[src/rtl/pc_pkg.sv]
// Shared definitions for the fetch-stage program counter: flow-mode encoding
// and the branch-condition evaluator.
package pc_pkg;

  typedef enum logic [3:0] {
    DESV_SEQ  = 4'd0,
    DESV_JUMP = 4'd1,
    DESV_BEQ  = 4'd2,
    DESV_JR   = 4'd3,
    DESV_BNE  = 4'd4,
    DESV_BLT  = 4'd5,
    DESV_BLE  = 4'd6,
    DESV_BGE  = 4'd7,
    DESV_BGT  = 4'd8,
    DESV_CALL = 4'd9,
    DESV_RET  = 4'd10
  } desvio_t;

  // True when a conditional-branch mode has its condition satisfied by the
  // ALU flags; every non-conditional mode yields 0.
  function automatic logic cond_taken(input desvio_t mode,
                                      input logic    zero,
                                      input logic    negativo);
    logic t;
    t = 1'b0;
    case (mode)
      DESV_BEQ: t = zero;
      DESV_BNE: t = !zero;
      DESV_BLT: t = negativo;
      DESV_BLE: t = negativo | zero;
      DESV_BGE: t = !negativo;
      DESV_BGT: t = !negativo & !zero;
      default:  t = 1'b0;
    endcase
    return t;
  endfunction

endpackage

[src/rtl/pc_ras.sv]
// Return-address stack: a RAS_DEPTH x ADDR_W LIFO. dout always shows the
// top entry; pushes on a full stack and pops on an empty one are ignored.
module pc_ras #(
  parameter int unsigned ADDR_W    = 32,
  parameter int unsigned RAS_DEPTH = 8
) (
  input  logic              clock,
  input  logic              reset,
  input  logic              push,
  input  logic              pop,
  input  logic [ADDR_W-1:0] din,
  output logic [ADDR_W-1:0] dout,
  output logic              full,
  output logic              empty
);

  localparam int unsigned PW = $clog2(RAS_DEPTH);
  localparam int unsigned CW = PW + 1;

  logic [CW-1:0]     count;
  logic [ADDR_W-1:0] mem [RAS_DEPTH];
  logic [PW-1:0]     wr_idx;
  logic [PW-1:0]     top_idx;

  assign wr_idx  = count[PW-1:0];
  assign top_idx = wr_idx - PW'(1);
  assign full    = (count == CW'(RAS_DEPTH));
  assign empty   = (count == '0);
  assign dout    = mem[top_idx];

  // Occupancy counter; reset clears it so no stacked entry survives.
  always_ff @(posedge clock or posedge reset) begin
    if (reset) begin
      count <= '0;
    end else if (push && !full) begin
      count <= count + CW'(1);
    end else if (pop && !empty) begin
      count <= count - CW'(1);
    end
  end

  // Entry storage; contents are don't-care after reset, so no reset here.
  always_ff @(posedge clock) begin
    if (!reset && push && !full) begin
      mem[wr_idx] <= din;
    end
  end

endmodule

[src/rtl/pc_ras_unit.sv]
// Fetch-stage program counter with conditional branches, register jumps and
// a hardware return-address stack for call/return.
module pc_ras_unit
  import pc_pkg::*;
#(
  parameter int unsigned       ADDR_W    = 32,
  parameter logic [ADDR_W-1:0] RESET_VEC = {ADDR_W{1'b1}},
  parameter int unsigned       RAS_DEPTH = 8
) (
  input  logic              clock,
  input  logic              reset,
  input  logic              stop,
  input  logic [3:0]        desvio,
  input  logic [ADDR_W-1:0] novoEnd,
  input  logic [ADDR_W-1:0] novoEndR,
  input  logic              zero,
  input  logic              negativo,
  output logic [ADDR_W-1:0] endereco,
  output logic              taken,
  output logic              ras_empty,
  output logic              ras_full,
  output logic              ras_err
);

  desvio_t           mode;
  logic [ADDR_W-1:0] seq;
  logic [ADDR_W-1:0] pc_next;
  logic [ADDR_W-1:0] ras_dout;
  logic              tk_next;
  logic              push_req;
  logic              pop_req;
  logic              err_set;

  assign mode = desvio_t'(desvio);
  assign seq  = endereco + ADDR_W'(1);

  // Next-PC selection; stack over/underflow falls back to the sequential PC.
  always_comb begin
    pc_next  = seq;
    tk_next  = 1'b0;
    push_req = 1'b0;
    pop_req  = 1'b0;
    err_set  = 1'b0;
    case (mode)
      DESV_JUMP: begin
        pc_next = novoEnd;
        tk_next = 1'b1;
      end
      DESV_JR: begin
        pc_next = novoEndR;
        tk_next = 1'b1;
      end
      DESV_BEQ, DESV_BNE, DESV_BLT, DESV_BLE, DESV_BGE, DESV_BGT: begin
        if (cond_taken(mode, zero, negativo)) begin
          pc_next = novoEnd;
          tk_next = 1'b1;
        end
      end
      DESV_CALL: begin
        if (ras_full) begin
          err_set = 1'b1;
        end else begin
          push_req = 1'b1;
          pc_next  = novoEnd;
          tk_next  = 1'b1;
        end
      end
      DESV_RET: begin
        if (ras_empty) begin
          err_set = 1'b1;
        end else begin
          pop_req = 1'b1;
          pc_next = ras_dout;
          tk_next = 1'b1;
        end
      end
      default: ;
    endcase
  end

  pc_ras #(
    .ADDR_W   (ADDR_W),
    .RAS_DEPTH(RAS_DEPTH)
  ) u_ras (
    .clock(clock),
    .reset(reset),
    .push (push_req && !stop),
    .pop  (pop_req && !stop),
    .din  (seq),
    .dout (ras_dout),
    .full (ras_full),
    .empty(ras_empty)
  );

  // PC, taken and sticky error registers; stop freezes all of them.
  always_ff @(posedge clock or posedge reset) begin
    if (reset) begin
      endereco <= RESET_VEC;
      taken    <= 1'b0;
      ras_err  <= 1'b0;
    end else if (!stop) begin
      endereco <= pc_next;
      taken    <= tk_next;
      if (err_set) begin
        ras_err <= 1'b1;
      end
    end
  end

endmodule

[config.mk]
export PLATFORM = sky130hd
export DESIGN_NAME = pc_ras_unit
export DESIGN_NICKNAME = d
export VERILOG_FILES = /design/src/rtl/pc_pkg.sv /design/src/rtl/pc_ras.sv /design/src/rtl/pc_ras_unit.sv
export SDC_FILE = /design/constraint.sdc
export NUM_CORES = 1
export LEC_CHECK = 0
export CORE_AREA = 2 2 152 154
export CTS_BUF_LIST = sky130_fd_sc_hd__clkbuf_8
export CTS_CLUSTER_DIAMETER = 60
export DETAILED_ROUTE_END_ITERATION = 7
export DIE_AREA = 0 0 154 156
export PLACE_DENSITY_LB_ADDON = 0.08
export SLEW_MARGIN = 5
export SYNTH_ARGS = -nofsm -noshare
export SYNTH_HDL_FRONTEND = slang
export SYNTH_SLANG_ARGS = --single-unit
[constraint.sdc]
create_clock -name clock -period 5.3 [get_ports clock]
set_input_delay 0.53 -clock clock [delete_from_list [all_inputs] [get_ports clock]]
set_output_delay 0.53 -clock clock [all_outputs]
set_load 0.01 [all_outputs]
==> impl_metrics.tcl <==
set metrics [dict create \
    cts_buffer_depth 3 \
    drv_slew 0 \
    synth_edf_count 256 \
    max_slew_margin_pct 17.0 \
    cp.arrival_ns 4.22 \
    syn_inst 833 \
    final-setup-viol-count 0 \
    io_pins 109 \
    syn_nets 911 \
    critPathMaxFanout 40 \
    finalWirelength_um 32300 \
    ys_async_sr_fraction_pct 12.9 \
    worstSetupStartpointType "register" \
    die_area_sq_um 24000 \
    cts-root-buf "clkbuf_8" \
    grt_start_max_net_pins 50 \
    die_h_um 156 \
    grt_pass1_vias 8481 \
    core_sq_um 22400 \
    start_util_pct 58.8 \
    detail_route.vias_per_cell 6.43 \
    dpl.cell_count 1186 \
    firstDrtPassIters 5 \
    synth_cell_types 67 \
    synth_seq_cells 294 \
    rsz0062_at_grt "no" \
    clock_skew_ns 0.0283 \
    ctsHoldBuffers 0 \
    area_growth_pct 16.8 \
    end_kind "register" \
    fin_crit_ns 3.76 \
    clock_latency_ns 0.56 \
    worst_pin_slew_ns 1.24 \
    final_cell_count_no_fill 1270 \
    num_rows 55 \
    clk_pin_slew_ns 0.06 \
    p_leak_nw 5.25 \
    fillCellCount 1498 \
    setup_tns_ns 0 \
    cts_made_buffers 47 \
    cts_tree "built" \
    netlist_area_sq_um 13100 \
    grt_usage_pct 27.7 \
    dp_slack_ns 1.25 \
    globalplace.congestion 0.824 \
    final-hold-violation-count 0 \
    ys_seq_area_share_pct 66.0 \
    p_per_area_nw_per_um2 457 \
    die_x_um 154 \
    dp_hpwl_um 20300 \
    placed_area_sq_um 14500 \
    crit_type "reg -> reg" \
    status "finished, final reports clean" \
    yosys_warnings 0 \
    wl_per_cell_um 25.5 \
    post-cts-setup-buffers 0 \
    design_area_sq_um 15400 \
    htreeDepth 2 \
    cp-startpoint "u_ras.count[0]$_DFFE_PP0P_" \
    power.total_mw 7.01 \
    worstReg2RegStart "u_ras.count[0]$_DFFE_PP0P_" \
    hp-class "reg -> reg" \
    finalCritPeriodShare_pct 71.0 \
    drt_iter0_markers 875 \
    fin_nets 1028 \
    vias 8164 \
    ys.flop_type "edfxtp_1" \
    worst_slack_ns 1.54 \
    fmax_mhz 266 \
    port_buffers 108 \
    max_cap_violations 0 \
    hp-start "ras_err$_DFFE_PP0P_" \
    cts.sinks 294 \
    ant_nets 0 \
    synth.avg_cell_area_sq_um 15.8 \
    drive_gt1_share_pct 21.2 \
    drc_errors 0 \
    diodes 0 \
    grt_pass1_wl_um 49500 \
    critPathRequiredTime_ns 5.76 \
    ir_drop_mv 0.367 \
    grt_antenna_before_repair 0 \
    post_cts_resized 0 \
    gr-total-overflow 0 \
]
[routing by layer]
layer | global-route usage (%) | vias to the layer above | wire length (um)
li1 | - | 3555 | -
met1 | 38.0 | 4126 | 13000
met2 | 45.2 | 412 | 15800
met3 | 4.50 | 71 | 2600
met4 | 10.7 | 0 | 957
met5 | 0 | - | 0
[path summary, 6_finish.rpt]
| path | cells past startpoint | slack [ns] | endpoint |
|---|---|---|---|
| setup / recovery | 8 | 1.54 | endereco[29]$_DFFE_PP1N_ |
| hold / removal | 1 | 0.47 | ras_err$_DFFE_PP0P_ |
| setup reg to reg | 8 | 1.54 | endereco[29]$_DFFE_PP1N_ |
| hold reg to reg | 1 | 0.47 | ras_err$_DFFE_PP0P_ |
| max in group asynchronous | 3 | 4.37 | u_ras.count[0]$_DFFE_PP0P_ |
| min in group asynchronous | 3 | 0.49 | u_ras.count[3]$_DFFE_PP0P_ |
[cell type report]
class | count | area, sq um | area share [%]
Clock inverter | 33 | 194 | 1.26
Inverter | 23 | 86.3 | 0.562
Tap cell | 285 | 357 | 2.32
Timing Repair Buffer | 122 | 1180 | 7.69
Clock buffer | 51 | 702 | 4.57
Sequential cell | 294 | 8680 | 56.5
Multi-Input combinational cell | 462 | 4150 | 27.0
[stage by stage]
stage,utilization [%],hold slack [ns]
global route,68.6,0.499
CTS,68.6,0.471
global placement,64.6,0.461
detailed placement,64.6,0.457
floorplan,-,0.487
finish,68.6,0.469
[cells by family (layout without fill, tap and decap cells)]
group | Yosys count | after routing | synth area share, %
flip-flops | 294 | 294 | 66.0
AO/OA/AOI/OAI | 157 | 157 | 8.48
multiplexers | 73 | 73 | 11.7
adder cells (fa/ha/maj) | 5 | 5 | 0.533
buffers and inverters | 77 | 229 | 2.96
XOR/XNOR | 37 | 37 | 2.52
AND/OR/NAND/NOR | 190 | 190 | 7.83
[registers in the layout, summed over array words and instances (netlist names)]
| name | cells |
|---|---|
| u_ras.mem | 256 |
| endereco | 32 |
| u_ras.count | 4 |
| ras_err | 1 |
| taken | 1 |
[critical path: stages (launching register included)]
cell and delay, ns:
dfrtp_4 0.93, inv_1 0.22, ha_2 0.30, or3b_1 0.55
nand2_2 0.50, nor2_1 0.57, a221o_1 0.26, a21oi_1 0.05
nor4_1 0.27
[where the power goes]
| group | total (mW) | leakage [nW] | internal (mW) | switching, mW |
|---|---|---|---|---|
| clock | 1.84 | 0.529 | 0.984 | 0.859 |
| sequential | 3.02 | 2.72 | 2.76 | 0.254 |
| combinational | 2.15 | 2.00 | 1.02 | 1.13 |
[cells in the final DEF (no fill, tap or decap), types with 4 or more instances in the layout]
cell type and n:
mux2i_1 9, a2bb2oi_1 4, and3_1 16, o21ai_0 21, xnor2_1 24, nand2_1 51
and2_1 6, clkdlybuf4s50_1 107, a211oi_1 9, nand4_1 17, and4_1 7, a221oi_2 9
a221o_1 11, mux4_2 64, clkbuf_8 51, nor2_4 6, clkinv_1 4, nand3_1 30
a21oi_1 59, nor2_1 23, clkinv_2 7, edfxtp_1 256, inv_1 41, buf_4 14
dfrtp_1 5, nor2b_1 5, nor3_1 7, dfstp_2 32, xor2_1 11, o21a_1 4
o211a_1 4
[cells in the mapped netlist (4+ instances only)]
library cell / count / share of area [%]
nand4_1: 17 / 0.81
dfrtp_1: 6 / 1.1
a211oi_1: 9 / 0.51
and4_1: 7 / 0.47
xnor2_1: 25 / 1.7
a221oi_2: 9 / 1.0
buf_6: 7 / 0.60
clkbuf_1: 18 / 0.51
nor2b_1: 5 / 0.24
a2bb2oi_1: 4 / 0.27
buf_2: 23 / 0.88
a221o_1: 11 / 0.84
mux4_2: 64 / 11
nor2_1: 29 / 0.83
ha_1: 4 / 0.38
mux2i_1: 9 / 0.69
and3_1: 16 / 0.76
o21ai_0: 21 / 0.80
xor2_1: 11 / 0.73
and2_1: 6 / 0.29
edfxtp_1: 256 / 58
dfstp_2: 32 / 6.4
nand3_1: 30 / 1.1
nand2_1: 51 / 1.5
o21a_1: 4 / 0.23
buf_4: 5 / 0.29
o211a_1: 4 / 0.30
nor3_1: 9 / 0.34
inv_1: 23 / 0.66
a21oi_1: 59 / 2.2
Note: power is estimated with default switching activity, not from simulation.
